### config.mk
export PLATFORM = sky130hd
export DESIGN_NAME = pll_lock_supervisor_flat
export DESIGN_NICKNAME = d
export VERILOG_FILES = /design/src/rtl/pll_lock_supervisor_if.sv /design/src/rtl/pll_lock_supervisor.sv /design/src/flat_wrapper.sv
export SDC_FILE = /design/constraint.sdc
export NUM_CORES = 1
export LEC_CHECK = 0
export ABC_AREA = 1
export BUFFER_PORTS_ARGS = -buffer_cell sky130_fd_sc_hd__buf_4
export CAP_MARGIN = 15
export CORE_MARGIN = 2
export CORE_UTILIZATION = 60
export DETAILED_ROUTE_END_ITERATION = 10
export GPL_TIMING_DRIVEN = 0
export PLACE_DENSITY = 0.8
export SLEW_MARGIN = 15
export SYNTH_ARGS = -nofsm -noshare
export SYNTH_HDL_FRONTEND = slang
export SYNTH_SLANG_ARGS = --single-unit
export TNS_END_PERCENT = 20
### constraint.sdc
create_clock -name clkin -period 3.53 [get_ports clkin]
set_clock_uncertainty 0.05 [all_clocks]
set_input_delay 1.059 -clock clkin [delete_from_list [all_inputs] [get_ports clkin]]
set_output_delay 1.059 -clock clkin [all_outputs]
set_load 0.01 [all_outputs]
### src/rtl/pll_lock_supervisor_if.sv
// Signal bundle between the PLL supervisor, the PLL wrapper and the reset tree.
// The master side is the supervisor itself.
interface pll_lock_supervisor_if #(
    parameter int N_RST = 3,
    parameter int CNT_W = 8
);
    logic             pll_lock;
    logic             force_relock;
    logic             pll_reset;
    logic [N_RST-1:0] rst_out;
    logic             ready;
    logic [1:0]       state;
    logic [CNT_W-1:0] loss_cnt;
    logic [CNT_W-1:0] retry_cnt;

    modport master (
        input  pll_lock, force_relock,
        output pll_reset, rst_out, ready, state, loss_cnt, retry_cnt
    );

    modport slave (
        output pll_lock, force_relock,
        input  pll_reset, rst_out, ready, state, loss_cnt, retry_cnt
    );
endinterface

### src/rtl/pll_lock_supervisor.sv
// PLL reset/lock supervisor: holds the PLL in reset, filters its lock flag,
// retries on timeout and releases staged domain resets in ascending order.
module pll_lock_supervisor #(
    parameter int N_RST        = 3,
    parameter int PLL_RST_CYC  = 16,
    parameter int LOCK_FILT    = 256,
    parameter int LOCK_TIMEOUT = 65536,
    parameter int STAGE_GAP    = 64,
    parameter int CNT_W        = 8
) (
    input  logic                   clkin,
    input  logic                   reset,
    pll_lock_supervisor_if.master  bus
);

    localparam int HOLD_W = $clog2(PLL_RST_CYC + 1);
    localparam int FILT_W = $clog2(LOCK_FILT + 1);
    localparam int TMO_W  = $clog2(LOCK_TIMEOUT + 1);
    localparam int STG_N  = STAGE_GAP * N_RST;
    localparam int STG_W  = $clog2(STG_N + 1);

    typedef enum logic [1:0] {
        ST_PLL_RST   = 2'd0,
        ST_WAIT_LOCK = 2'd1,
        ST_RELEASE   = 2'd2,
        ST_RUN       = 2'd3
    } state_t;

    state_t           cur_st, nxt_st;
    logic             lock_m, lock_s;
    logic [HOLD_W-1:0] hold_cnt;
    logic [FILT_W-1:0] filt_cnt;
    logic [TMO_W-1:0]  tmo_cnt;
    logic [STG_W-1:0]  stg_cnt;
    logic             pll_reset_q, ready_q;
    logic [N_RST-1:0] rst_q, rst_nxt;
    logic [CNT_W-1:0] loss_q, retry_q;
    logic             loss_evt, retry_evt;

    always_ff @(posedge clkin or posedge reset) begin
        if (reset) begin
            lock_m <= 1'b0;
            lock_s <= 1'b0;
        end else begin
            lock_m <= bus.pll_lock;
            lock_s <= lock_m;
        end
    end

    // Relock request outranks both lock acceptance and lock loss.
    always_comb begin
        nxt_st    = cur_st;
        loss_evt  = 1'b0;
        retry_evt = 1'b0;
        case (cur_st)
            ST_PLL_RST: begin
                if (hold_cnt == HOLD_W'(PLL_RST_CYC - 1))
                    nxt_st = ST_WAIT_LOCK;
            end
            ST_WAIT_LOCK: begin
                if (bus.force_relock)
                    nxt_st = ST_PLL_RST;
                else if (lock_s && filt_cnt == FILT_W'(LOCK_FILT - 1))
                    nxt_st = ST_RELEASE;
                else if (tmo_cnt == TMO_W'(LOCK_TIMEOUT - 1)) begin
                    nxt_st    = ST_PLL_RST;
                    retry_evt = 1'b1;
                end
            end
            ST_RELEASE: begin
                if (bus.force_relock)
                    nxt_st = ST_PLL_RST;
                else if (!lock_s) begin
                    nxt_st   = ST_PLL_RST;
                    loss_evt = 1'b1;
                end else if (stg_cnt == STG_W'(STG_N))
                    nxt_st = ST_RUN;
            end
            ST_RUN: begin
                if (bus.force_relock)
                    nxt_st = ST_PLL_RST;
                else if (!lock_s) begin
                    nxt_st   = ST_PLL_RST;
                    loss_evt = 1'b1;
                end
            end
            default: nxt_st = ST_PLL_RST;
        endcase
    end

    always_comb begin
        rst_nxt = '1;
        if (nxt_st == ST_RUN)
            rst_nxt = '0;
        else if (cur_st == ST_RELEASE && nxt_st == ST_RELEASE) begin
            for (int unsigned i = 0; i < N_RST; i++)
                rst_nxt[i] = (32'(stg_cnt) + 32'd1) < (32'(STAGE_GAP) * (i + 32'd1));
        end
    end

    always_ff @(posedge clkin or posedge reset) begin
        if (reset)
            cur_st <= ST_PLL_RST;
        else
            cur_st <= nxt_st;
    end

    // Any state change, including re-entry to PLL_RST, restarts every phase counter.
    always_ff @(posedge clkin or posedge reset) begin
        if (reset) begin
            hold_cnt <= '0;
            filt_cnt <= '0;
            tmo_cnt  <= '0;
            stg_cnt  <= '0;
        end else if (nxt_st != cur_st) begin
            hold_cnt <= '0;
            filt_cnt <= '0;
            tmo_cnt  <= '0;
            stg_cnt  <= '0;
        end else begin
            case (cur_st)
                ST_PLL_RST: hold_cnt <= hold_cnt + 1'b1;
                ST_WAIT_LOCK: begin
                    tmo_cnt  <= tmo_cnt + 1'b1;
                    filt_cnt <= lock_s ? filt_cnt + 1'b1 : '0;
                end
                ST_RELEASE: stg_cnt <= stg_cnt + 1'b1;
                default: ;
            endcase
        end
    end

    always_ff @(posedge clkin or posedge reset) begin
        if (reset) begin
            pll_reset_q <= 1'b1;
            rst_q       <= '1;
            ready_q     <= 1'b0;
            loss_q      <= '0;
            retry_q     <= '0;
        end else begin
            pll_reset_q <= (nxt_st == ST_PLL_RST);
            rst_q       <= rst_nxt;
            ready_q     <= (nxt_st == ST_RUN);
            if (loss_evt && loss_q != '1)
                loss_q <= loss_q + 1'b1;
            if (retry_evt && retry_q != '1)
                retry_q <= retry_q + 1'b1;
        end
    end

    assign bus.pll_reset = pll_reset_q;
    assign bus.rst_out   = rst_q;
    assign bus.ready     = ready_q;
    assign bus.state     = cur_st;
    assign bus.loss_cnt  = loss_q;
    assign bus.retry_cnt = retry_q;

endmodule

### src/flat_wrapper.sv
// flat-port wrapper written by rule: the top's interface ports become plain ports
module pll_lock_supervisor_flat 
#(
    parameter int N_RST        = 3,
    parameter int PLL_RST_CYC  = 16,
    parameter int LOCK_FILT    = 256,
    parameter int LOCK_TIMEOUT = 65536,
    parameter int STAGE_GAP    = 64,
    parameter int CNT_W        = 8
)
  (clkin, reset, bus_pll_lock, bus_force_relock, bus_pll_reset, bus_rst_out, bus_ready, bus_state, bus_loss_cnt, bus_retry_cnt);
  pll_lock_supervisor_if #(.N_RST(N_RST), .CNT_W(CNT_W)) bus_i ();
  input  logic clkin;
  input  logic reset;
  input wire logic [$bits(bus_i.pll_lock)-1:0] bus_pll_lock;
  input wire logic [$bits(bus_i.force_relock)-1:0] bus_force_relock;
  output wire logic [$bits(bus_i.pll_reset)-1:0] bus_pll_reset;
  output wire logic [$bits(bus_i.rst_out)-1:0] bus_rst_out;
  output wire logic [$bits(bus_i.ready)-1:0] bus_ready;
  output wire logic [$bits(bus_i.state)-1:0] bus_state;
  output wire logic [$bits(bus_i.loss_cnt)-1:0] bus_loss_cnt;
  output wire logic [$bits(bus_i.retry_cnt)-1:0] bus_retry_cnt;
  assign bus_i.pll_lock = bus_pll_lock;
  assign bus_i.force_relock = bus_force_relock;
  assign bus_pll_reset = bus_i.pll_reset;
  assign bus_rst_out = bus_i.rst_out;
  assign bus_ready = bus_i.ready;
  assign bus_state = bus_i.state;
  assign bus_loss_cnt = bus_i.loss_cnt;
  assign bus_retry_cnt = bus_i.retry_cnt;
  pll_lock_supervisor #(.N_RST(N_RST), .PLL_RST_CYC(PLL_RST_CYC), .LOCK_FILT(LOCK_FILT), .LOCK_TIMEOUT(LOCK_TIMEOUT), .STAGE_GAP(STAGE_GAP), .CNT_W(CNT_W)) u_core (.clkin(clkin), .reset(reset), .bus(bus_i));
endmodule
==> results of run 1 <==
-- cell usage after synthesis --
library cell,count
clkbuf_1,2
o31ai_1,1
nor2_2,2
buf_2,4
dfrtp_1,60
xnor2_1,11
nand2_1,84
nor3b_1,1
nand3_1,20
o21bai_1,2
dfstp_2,4
o211ai_1,1
a21boi_0,1
buf_6,4
a22o_1,1
xor2_1,18
nor3_1,19
nand3_2,1
nor2_1,69
nor3_2,1
o21ai_0,23
inv_1,44
nand4_1,10
mux2_2,4
and2_1,1
a21oi_1,13
inv_2,1
and3_1,2
ha_1,10
or2_2,4
-- worst paths after layout --
path                       slack [ns]  cells after the start                                  to
min in group asynchronous        0.60                      2  u_core.bus.loss_cnt[2]$_DFFE_PP0P_
hold reg to reg                  0.30                      0             u_core.lock_s$_DFF_PP0_
hold / removal                   0.30                      0             u_core.lock_s$_DFF_PP0_
max in group asynchronous        2.28                      3     u_core.bus.rst_out[1]$_DFF_PP1_
setup / recovery                 1.10                     15      u_core.hold_cnt[2]$_DFFE_PP0P_
setup reg to reg                 1.10                     15      u_core.hold_cnt[2]$_DFFE_PP0P_
-- power by group --
| group | internal (uW) | switching [uW] | total, uW | leakage (uW) |
|---|---|---|---|---|
| Combinational | 170 | 284 | 454 | 0.000824 |
| Clock | 272 | 270 | 542 | 0.0000834 |
| Sequential | 798 | 45.4 | 843 | 0.000856 |
| Total | 1240 | 600 | 1840 | 0.00176 |
-- area by class of cell --
cell class / count / area [sq um] / share of cell area
Sequential cell: 64 / 1610 / 0.412
Multi-Input combinational cell: 299 / 1570 / 0.402
Timing Repair Buffer: 27 / 223 / 0.0572
Inverter: 45 / 171 / 0.0440
Clock buffer: 13 / 149 / 0.0382
Tap cell: 72 / 90.1 / 0.0231
Buffer: 10 / 72.6 / 0.0186
Clock inverter: 3 / 17.5 / 0.00450
-- worst max-delay path, stage by stage, from the launching register on --
cell and delay (ns):
dfrtp_1 0.40, ha_1 0.20, nand3_1 0.11, nor2_1 0.15
nand2_1 0.09, nor3_1 0.14, ha_1 0.21, nand2_1 0.06
nor3_1 0.17, o21ai_0 0.12, nand2_1 0.09, inv_1 0.07
nand2_1 0.10, buf_6 0.15, buf_6 0.15, nor2_1 0.05
-- layer usage --
metal | up-vias | wire length [microns] | global-route usage
met5 | - | 0 | 0
met4 | 0 | 129 | 0.109
met3 | 10 | 240 | 0.0645
met2 | 35 | 3060 | 0.370
met1 | 1281 | 2960 | 0.306
li1 | 1414 | - | -
-- per-stage QoR --
step / worst slack, ns / power, uW / utilization / cells / hold slack [ns]
after floorplan: 0.830 / 1190 / - / 418 / 0.281
after global placement: 0.0420 / 1300 / 0.672 / 516 / 0.282
after detailed placement: 1.11 / 1320 / 0.677 / 517 / 0.288
after CTS: 1.12 / 1870 / 0.708 / 533 / 0.301
after global routing: 0.767 / 1970 / 0.708 / 533 / 0.319
final: 1.10 / 1840 / 0.708 / 533 / 0.299
-- logic make-up after synthesis --
| group | share of synthesized area |
|---|---|
| adders and majority gates | 0.0366 |
| DFF | 0.471 |
| xor gates and xnor gates | 0.0744 |
| and+or+nand+nor | 0.268 |
| buffers and inverters | 0.0707 |
| muxes | 0.0132 |
| AOI/OAI and AO/OA | 0.0663 |
-- registers in the layout, indices dropped and copies added, names as in the netlist --
register / flops
u_core.bus.retry_cnt: 8
u_core.bus.loss_cnt: 8
u_core.stg_cnt: 8
u_core.lock_s: 1
u_core.bus.ready: 1
u_core.lock_m: 1
u_core.tmo_cnt: 17
u_core.hold_cnt: 5
u_core.bus.state: 2
u_core.filt_cnt: 9
u_core.bus.rst_out: 3
u_core.bus.pll_reset: 1
==> metrics.csv, run 1 <==
stage,metric,value,unit
layout,final_cell_mix,"84 x nand2_1, 69 x nor2_1, 60 x dfrtp_1, 43 x inv_1, 26 x buf_4",
detailed_routing,drt.antenna.violating_nets,0,
cts,cts_resized,0,
cts,postCtsSetupRepairBufs,0,
yosys,synth_area_leaders,"dfrtp_1 44%, nand2_1 9.2%, nor2_1 7.6%",
worst_hold_path,hold_class,flop to flop,
global_route,track_usage,0.236,
cts,cts_buffer_depth,2,
sta,fmax,412,MHz
yosys,yosysWarnings,0,
setup_path,path_class,flop to flop,
cts,numCtsBuffers,9,
sta,min_period_over_period,0.688,
power,leakage,0.00176,uW
layout,nFillCells,448,
cts,cts_root_buf,clkbuf_8,
floorplan,core-area,0.00551,sq mm
sta,slew_viol_final,0,
sta,rsz0062_at_grt,no,
detailed_routing,viasPerCell,5.14,
global_route,grt_overflow,0,
yosys,synth_cell_types,30,
floorplan,die_y,79.4,microns
global_route,grt_pass1_vias,2699,
layout,nets,470,
cts,hold_buffers,0,
floorplan,ios,27,
placement,io_buffers,26,
floorplan,die_w,79.4,microns
cts,cts_sinks,64,
cts,path_clk_slew,0.07,ns
layout,drive_gt1_frac,0.143,
worst_hold_path,hold_path.startpoint,u_core.lock_m$_DFF_PP0_,
layout,stdcell_area,0.00390,sq mm
setup_path,crit_arrival,2.61,ns
sta,slew_headroom,0.682,
detailed_routing,drt-pass1-iter-count,4,
floorplan,start_util,0.620,
layout,final_common_cell,nand2_1,
job,drv_cap,0,
setup_path,cp_data_required_time,3.72,ns
sta,period_needed,2.43,ns
yosys,synth_seq_cells,64,
yosys,synth_cells,418,
detailed_routing,num_vias,2740,
setup_path,crit_path_end_kind,flop,
cts,htreeDepth,3,
global_route,grt_max_degree,47,
layout,areaGrowthSynthToFinish,14.1,%
power,ir_worst_vdd,0.346,mV
placement,place_area,0.00373,sq mm
yosys,synth_area_per_cell,8.17,sq um
cts,insertion_delay,0.35,ns
detailed_routing,drt_iter0_markers,156,
cts,cts_tree,done,
sta,final.setup.tns,0,ns
run_status,status,"finished, final reports clean",
detailed_routing,remaining_drc_errors,0,
yosys,synth_area,0.00341,sq mm
yosys,syn_nets,432,
placement,gp_congestion,0.833,
sta,setup_violations,0,
yosys,synth.yosys.seq_area_share,0.471,
global_route,antenna_found_initial,0,
detailed_routing,post_drt_wl_per_cell,12.0,microns
placement,dp_hpwl,4.62,mm
yosys,synth_top_area_frac,0.440,
layout,antenna_cells,0,
floorplan,dieArea,0.00631,sq mm
global_route,grt_pass1_wl,11.5,mm
detailed_routing,finalWirelength,6.39,mm
setup_path,critical_path.startpoint,u_core.filt_cnt[0]$_DFFE_PP0P_,
setup_path,path_max_fanout,10,
sta,hold_viol,0,
floorplan,row_count,27,
sta,worst_pin_slew,0.476,ns
power,power_density,472,mW/mm^2
setup_path,r2r-start,u_core.filt_cnt[0]$_DFFE_PP0P_,
yosys,yosys.area.top_type,dfrtp_1,
setup_path,worst_setup_path_start_kind,flop,
(Power assumes the default switching activity.)
==> run 2, diff against run 1 <==
clock period = 2.5 ns   (was 3.53 ns; I/O delays follow)
==> run 2 against run 1 <==
Register-to-register slack got worse by 0.94 ns. Largest power group unchanged. Wire length rose by 2.5%. Critical path type unchanged. Sequential share of layout area fell by 0.48 points. Hold slack got worse by 0.0018 ns. Clock power rose by 41%. Cell area rose by 1.2%. First-iteration DRC count fell by 5.8%. Critical endpoint is now u_core.tmo_cnt[12]$_DFFE_PP0P_.
==> metrics.csv, run 2 (same netlist as run 1, synthesis figures left out) <==
stage,metric,value,unit
placement,place_area,0.00373,sq mm
job,drv_cap,0,
layout,drive_gt1_frac,0.168,
global_route,track_usage,0.236,
sta,period_needed,2.34,ns
sta,fmax,428,MHz
setup_path,path_class,flop to flop,
detailed_routing,drt-pass1-iter-count,5,
cts,insertion_delay,0.35,ns
cts,hold_buffers,0,
sta,worst_pin_slew,0.475,ns
cts,cts_tree,done,
sta,min_period_over_period,0.935,
cts,cts_sinks,64,
detailed_routing,post_drt_wl_per_cell,12.2,microns
setup_path,crit_arrival,2.56,ns
detailed_routing,num_vias,2755,
detailed_routing,remaining_drc_errors,0,
global_route,grt_max_degree,47,
setup_path,worst_setup_path_start_kind,flop,
layout,regMostFlops,u_core.tmo_cnt,
placement,dp_hpwl,4.62,mm
floorplan,core-area,0.00551,sq mm
setup_path,path_max_fanout,10,
sta,worst_slack,0.161,ns
detailed_routing,drt_iter0_markers,147,
layout,antenna_cells,0,
layout,largest_register_ffs,17,
placement,gp_congestion,0.833,
floorplan,die_y,79.4,microns
worst_hold_path,hold_class,input port to asynchronous set/reset pin,
setup_path,critical_path.startpoint,u_core.filt_cnt[0]$_DFFE_PP0P_,
power,leakage,0.00177,uW
sta,hold_viol,0,
global_route,grt_pass1_vias,2699,
layout,final_cell_mix,"83 x nand2_1, 67 x nor2_1, 60 x dfrtp_1, 43 x inv_1, 27 x buf_4",
detailed_routing,drt.antenna.violating_nets,0,
sta,slew_headroom,0.682,
floorplan,start_util,0.620,
detailed_routing,viasPerCell,5.15,
layout,nets,472,
setup_path,cp_data_required_time,2.72,ns
cts,cts_root_buf,clkbuf_8,
cts,cts_buffer_depth,2,
floorplan,row_count,27,
floorplan,dieArea,0.00631,sq mm
power,ir_worst_vdd,0.493,mV
cts,path_clk_slew,0.07,ns
global_route,antenna_found_initial,0,
floorplan,ios,27,
floorplan,die_w,79.4,microns
setup_path,r2r-start,u_core.filt_cnt[0]$_DFFE_PP0P_,
detailed_routing,finalWirelength,6.55,mm
power,power_density,669,mW/mm^2
sta,slew_viol_final,0,
layout,areaGrowthSynthToFinish,15.5,%
layout,final_common_cell,nand2_1,
global_route,grt_overflow,0,
cts,numCtsBuffers,9,
cts,htreeDepth,3,
placement,dp_slack,0.105,ns
setup_path,crit_path_end_kind,flop,
run_status,status,"finished, final reports clean",
sta,setup_violations,0,
layout,top_regs,"u_core.tmo_cnt: 17 flops, u_core.filt_cnt: 9 flops",
layout,stdcell_area,0.00394,sq mm
global_route,grt_pass1_wl,11.5,mm
placement,io_buffers,26,
## run 2: cell count changes in the layout (fill, tap and decap cells not counted), moves of 2 or more
cell	previous run	this run
nor3_1	19	17
ha_2	0	3
nor3_2	1	3
ha_1	10	7
nor2_2	2	4
nor2_1	69	67
## run 2: path summary, 6_finish.rpt
kind | end | slack, ns | cells after the start
worst max-delay path | u_core.tmo_cnt[12]$_DFFE_PP0P_ | 0.16 | 16
worst min-delay path | u_core.bus.loss_cnt[2]$_DFFE_PP0P_ | 0.30 | 2
worst max register to register | u_core.tmo_cnt[12]$_DFFE_PP0P_ | 0.16 | 16
worst min register to register | u_core.lock_s$_DFF_PP0_ | 0.30 | 0
max in group asynchronous | u_core.bus.rst_out[1]$_DFF_PP1_ | 1.56 | 3
min in group clkin | u_core.lock_s$_DFF_PP0_ | 0.30 | 0
## run 2: report_power, final
group	internal [uW]	switching, uW	total, uW
sequential	1130	63.9	1190
clock	384	378	762
combinational	260	426	685
## run 2: through the flow
stage                util  power [uW]  std cells  TNS (ns)  hold slack (ns)
CTS                 0.708        2640        533         0            0.290
global placement    0.672        1830        516    -40.92            0.282
global route        0.716        2820        535   -0.0534            0.303
finish              0.716        2640        535         0            0.297
detailed placement  0.677        1860        517         0            0.288
floorplan               -        1680        418         0            0.281
## run 2: area by class of cell
class                           count  area [sq um]
Sequential cell                    64          1610
Buffer                             10          72.6
Tap cell                           72          90.1
Fill cell                         438          1560
Multi-Input combinational cell    299          1600
Clock inverter                      3          17.5
Clock buffer                       13           149
Timing Repair Buffer               29           235
Inverter                           45           171
## run 2: critical path: stages (launching register included)
cell and delay (ns):
dfrtp_1 0.39, ha_2 0.21, nand3_2 0.10, nor2_2 0.14
nand2_1 0.10, nor3_2 0.12, ha_2 0.22, a21oi_2 0.06
nand2_1 0.10, nand2_1 0.06, nand2_1 0.09, nand2_1 0.07
nand3_2 0.10, nand2_2 0.08, buf_6 0.14, buf_6 0.13
nor2_1 0.09
## run 2: per-layer routing
metal,part of all wire,track usage,up-vias
met5,0,0,-
met3,0.041,0.0645,8
met1,0.46,0.306,1285
met4,0.017,0.109,0
met2,0.48,0.370,45
li1,-,-,1417
## run 2: repair_timing
action / 4_1_cts / 5_1_grt
setup buffers: 0 / 1
resized for setup: 0 / 10
setup endpoints to repair: 0 / 41
==> run 3, diff against run 2 <==
==> constraint.sdc (replaced) <==
create_clock -name clkin -period 2.5 [get_ports clkin]
set_clock_uncertainty 0.05 [all_clocks]
set_input_delay 0.25 -clock clkin [delete_from_list [all_inputs] [get_ports clkin]]
set_output_delay 0.25 -clock clkin [all_outputs]
set_load 0.01 [all_outputs]
==> run 3 against run 2 <==
Hold slack is essentially flat. Worst setup slack gained 0.0085 ns. Wire length grew 0.92%. Combinational power grew 0.7%. Cell area grew 0.51%. Die area is the same. Largest power group unchanged. Critical path depth is the same. Flip-flop and latch count is the same. Final cell count grew 0.37%. Total power grew 0.12%. Via count grew 0.11%. Core utilization grew 0.36 points.
==> metrics.csv, run 3 (same netlist as run 1, synthesis figures left out) <==
stage,metric,value,unit
power,netSwitchingFraction,0.329,
cts,path_clk_slew,0.07,ns
detailed_routing,wl_met2,3.19,mm
setup_path,reg2reg_depth,16,
setup_path,r2r_slack,0.17,ns
power,power_density,667,mW/mm^2
layout,regMostFlops,u_core.tmo_cnt,
power,leakage,0.00178,uW
layout,drive_gt1_frac,0.168,
job,drv_cap,0,
global_route,track_usage,0.237,
sta,hold_viol,0,
sta,min_period_over_period,0.932,
floorplan,die_w,79.4,microns
layout,layout.cells.non_filler,537,
detailed_routing,wl_met3,271,microns
floorplan,die_y,79.4,microns
power,ir_worst_vdd,0.492,mV
placement,io_buffers,26,
floorplan,core-area,0.00551,sq mm
detailed_routing,num_vias,2758,
power,p_clk_frac,0.288,
detailed_routing,viasPerCell,5.14,
detailed_routing,post_drt_wl_per_cell,12.3,microns
layout,nets,474,
setup_path,crit_arrival,2.56,ns
setup_path,path_class,flop to flop,
sta,worst_slack,0.170,ns
floorplan,start_util,0.620,
setup_path,cp_data_required_time,2.73,ns
floorplan,row_count,27,
cts,insertion_delay,0.35,ns
worst_hold_path,hold_class,flop to flop,
global_route,grt_max_degree,47,
cts,cts_sinks,64,
worst_hold_path,min_path_cells,0,
placement,place_area,0.00373,sq mm
detailed_routing,top_layer_used,met4,
layout,final_common_cell,nand2_1,
power,power,2640,uW
cts,cts_buffer_depth,2,
detailed_routing,drt-pass1-iter-count,4,
setup_path,r2r-start,u_core.filt_cnt[0]$_DFFE_PP0P_,
floorplan,ios,27,
sta,period_needed,2.33,ns
power,p_sw,868,uW
global_route,antenna_found_initial,0,
detailed_routing,finalWirelength,6.61,mm
cts,htreeDepth,3,
global_route,grt_overflow,0,
cts,numCtsBuffers,9,
setup_path,crit_path_end_kind,flop,
detailed_routing,remaining_drc_errors,0,
placement,place_inst,517,
global_route,grt_pass1_vias,2713,
run_status,status,"finished, final reports clean",
placement,dp_slack,0.105,ns
layout,largest_register_ffs,17,
sta,slew_headroom,0.676,
sta,setup_violations,0,
layout,stdcell_area,0.00396,sq mm
layout,fin_util,0.720,
layout,final_cell_mix,"83 x nand2_1, 67 x nor2_1, 60 x dfrtp_1, 43 x inv_1, 27 x buf_4",
setup_path,worstReg2RegEnd,u_core.hold_cnt[3]$_DFFE_PP0P_,
detailed_routing,drt_iter0_markers,162,
power,power_frac_comb,0.261,
cts,cts_tree,done,
layout,areaGrowthSynthToFinish,16.0,%
power,seq_power_share,0.451,
floorplan,dieArea,0.00631,sq mm
layout,antenna_cells,0,
sta,slew_viol_final,0,
sta,worst_pin_slew,0.484,ns
detailed_routing,drt-met1-wl,3.03,mm
setup_path,worst_setup_path_start_kind,flop,
global_route,grt_pass1_wl,11.5,mm
layout,top_regs,"u_core.tmo_cnt: 17 flops, u_core.filt_cnt: 9 flops",
worst_hold_path,hold_path.startpoint,u_core.lock_m$_DFF_PP0_,
setup_path,path_max_fanout,10,
placement,gp_congestion,0.833,
power,p_int,1770,uW
detailed_routing,drt.antenna.violating_nets,0,
sta,fmax,429,MHz
cts,cts_root_buf,clkbuf_8,
worst_hold_path,whs_endpoint,u_core.lock_s$_DFF_PP0_,
placement,dp_hpwl,4.62,mm
[run 3: through the flow]
step | setup TNS [ns] | hold WS (ns)
6_report | 0 | 0.297
4_1_cts | 0 | 0.293
3_5_place_dp | 0 | 0.176
5_1_grt | -0.0534 | 0.319
3_3_place_gp | -10.54 | 0.282
2_1_floorplan | 0 | 0.231
[run 3: worst max path at each step]
| stage | from | slack [ns] | cells past startpoint | end |
|---|---|---|---|---|
| global placement | reset | -0.18 | 2 | u_core.filt_cnt[3]$_DFFE_PP0P_ |
| floorplan | u_core.filt_cnt[0]$_DFFE_PP0P_ | 0.45 | 16 | u_core.filt_cnt[8]$_DFFE_PP0P_ |
| finish | u_core.filt_cnt[0]$_DFFE_PP0P_ | 0.17 | 16 | u_core.hold_cnt[3]$_DFFE_PP0P_ |
| CTS | u_core.filt_cnt[0]$_DFFE_PP0P_ | 0.09 | 15 | u_core.hold_cnt[2]$_DFFE_PP0P_ |
| detailed placement | u_core.filt_cnt[0]$_DFFE_PP0P_ | 0.10 | 15 | u_core.hold_cnt[2]$_DFFE_PP0P_ |
| global route | u_core.filt_cnt[0]$_DFFE_PP0P_ | -0.02 | 14 | u_core.tmo_cnt[14]$_DFFE_PP0P_ |
[run 3: critical path, cell delays in order (launching register included)]
cell	delay (ns)
dfrtp_1	0.38
ha_2	0.21
nand3_2	0.10
nor2_2	0.14
nand2_1	0.10
nor3_2	0.12
ha_2	0.22
a21oi_2	0.06
nand2_1	0.10
nand2_1	0.06
nand2_1	0.09
nand2_1	0.07
nand3_2	0.10
nand2_2	0.08
buf_6	0.14
buf_6	0.14
nor2_1	0.10
[run 3: what timing repair did]
item	4_1_cts	5_1_grt
resized for setup	0	10
endpoints found under the hold margin	19	0
buffers inserted	0	1
endpoints found under the setup margin	0	41
hold buffers	2	0
[run 3: final cells by class]
class                   instances  area, sq um
flip-flops and latches         64         1610
multi-input cells             299         1600
fillers                       432         1540
repair buffers                 31          255
inverters                      45          171
clock buffers                  13          149
well taps                      72         90.1
plain buffers                  10         72.6
clock inverters                 3         17.5
[run 3: power by group through the flow]
stage               combinational (uW)  clock [uW]  sequential [uW]
global placement                   627           0             1200
detailed placement                 652           0             1210
finish                             690         761             1190
floorplan                          478           0             1200
global route                       785         840             1200
CTS                                656         795             1190
[run 3: metal layers]
metal / GRT usage / vias up
met2: 0.372 / 51
met5: 0 / -
li1: - / 1417
met1: 0.307 / 1282
met3: 0.0645 / 8
met4: 0.109 / 0
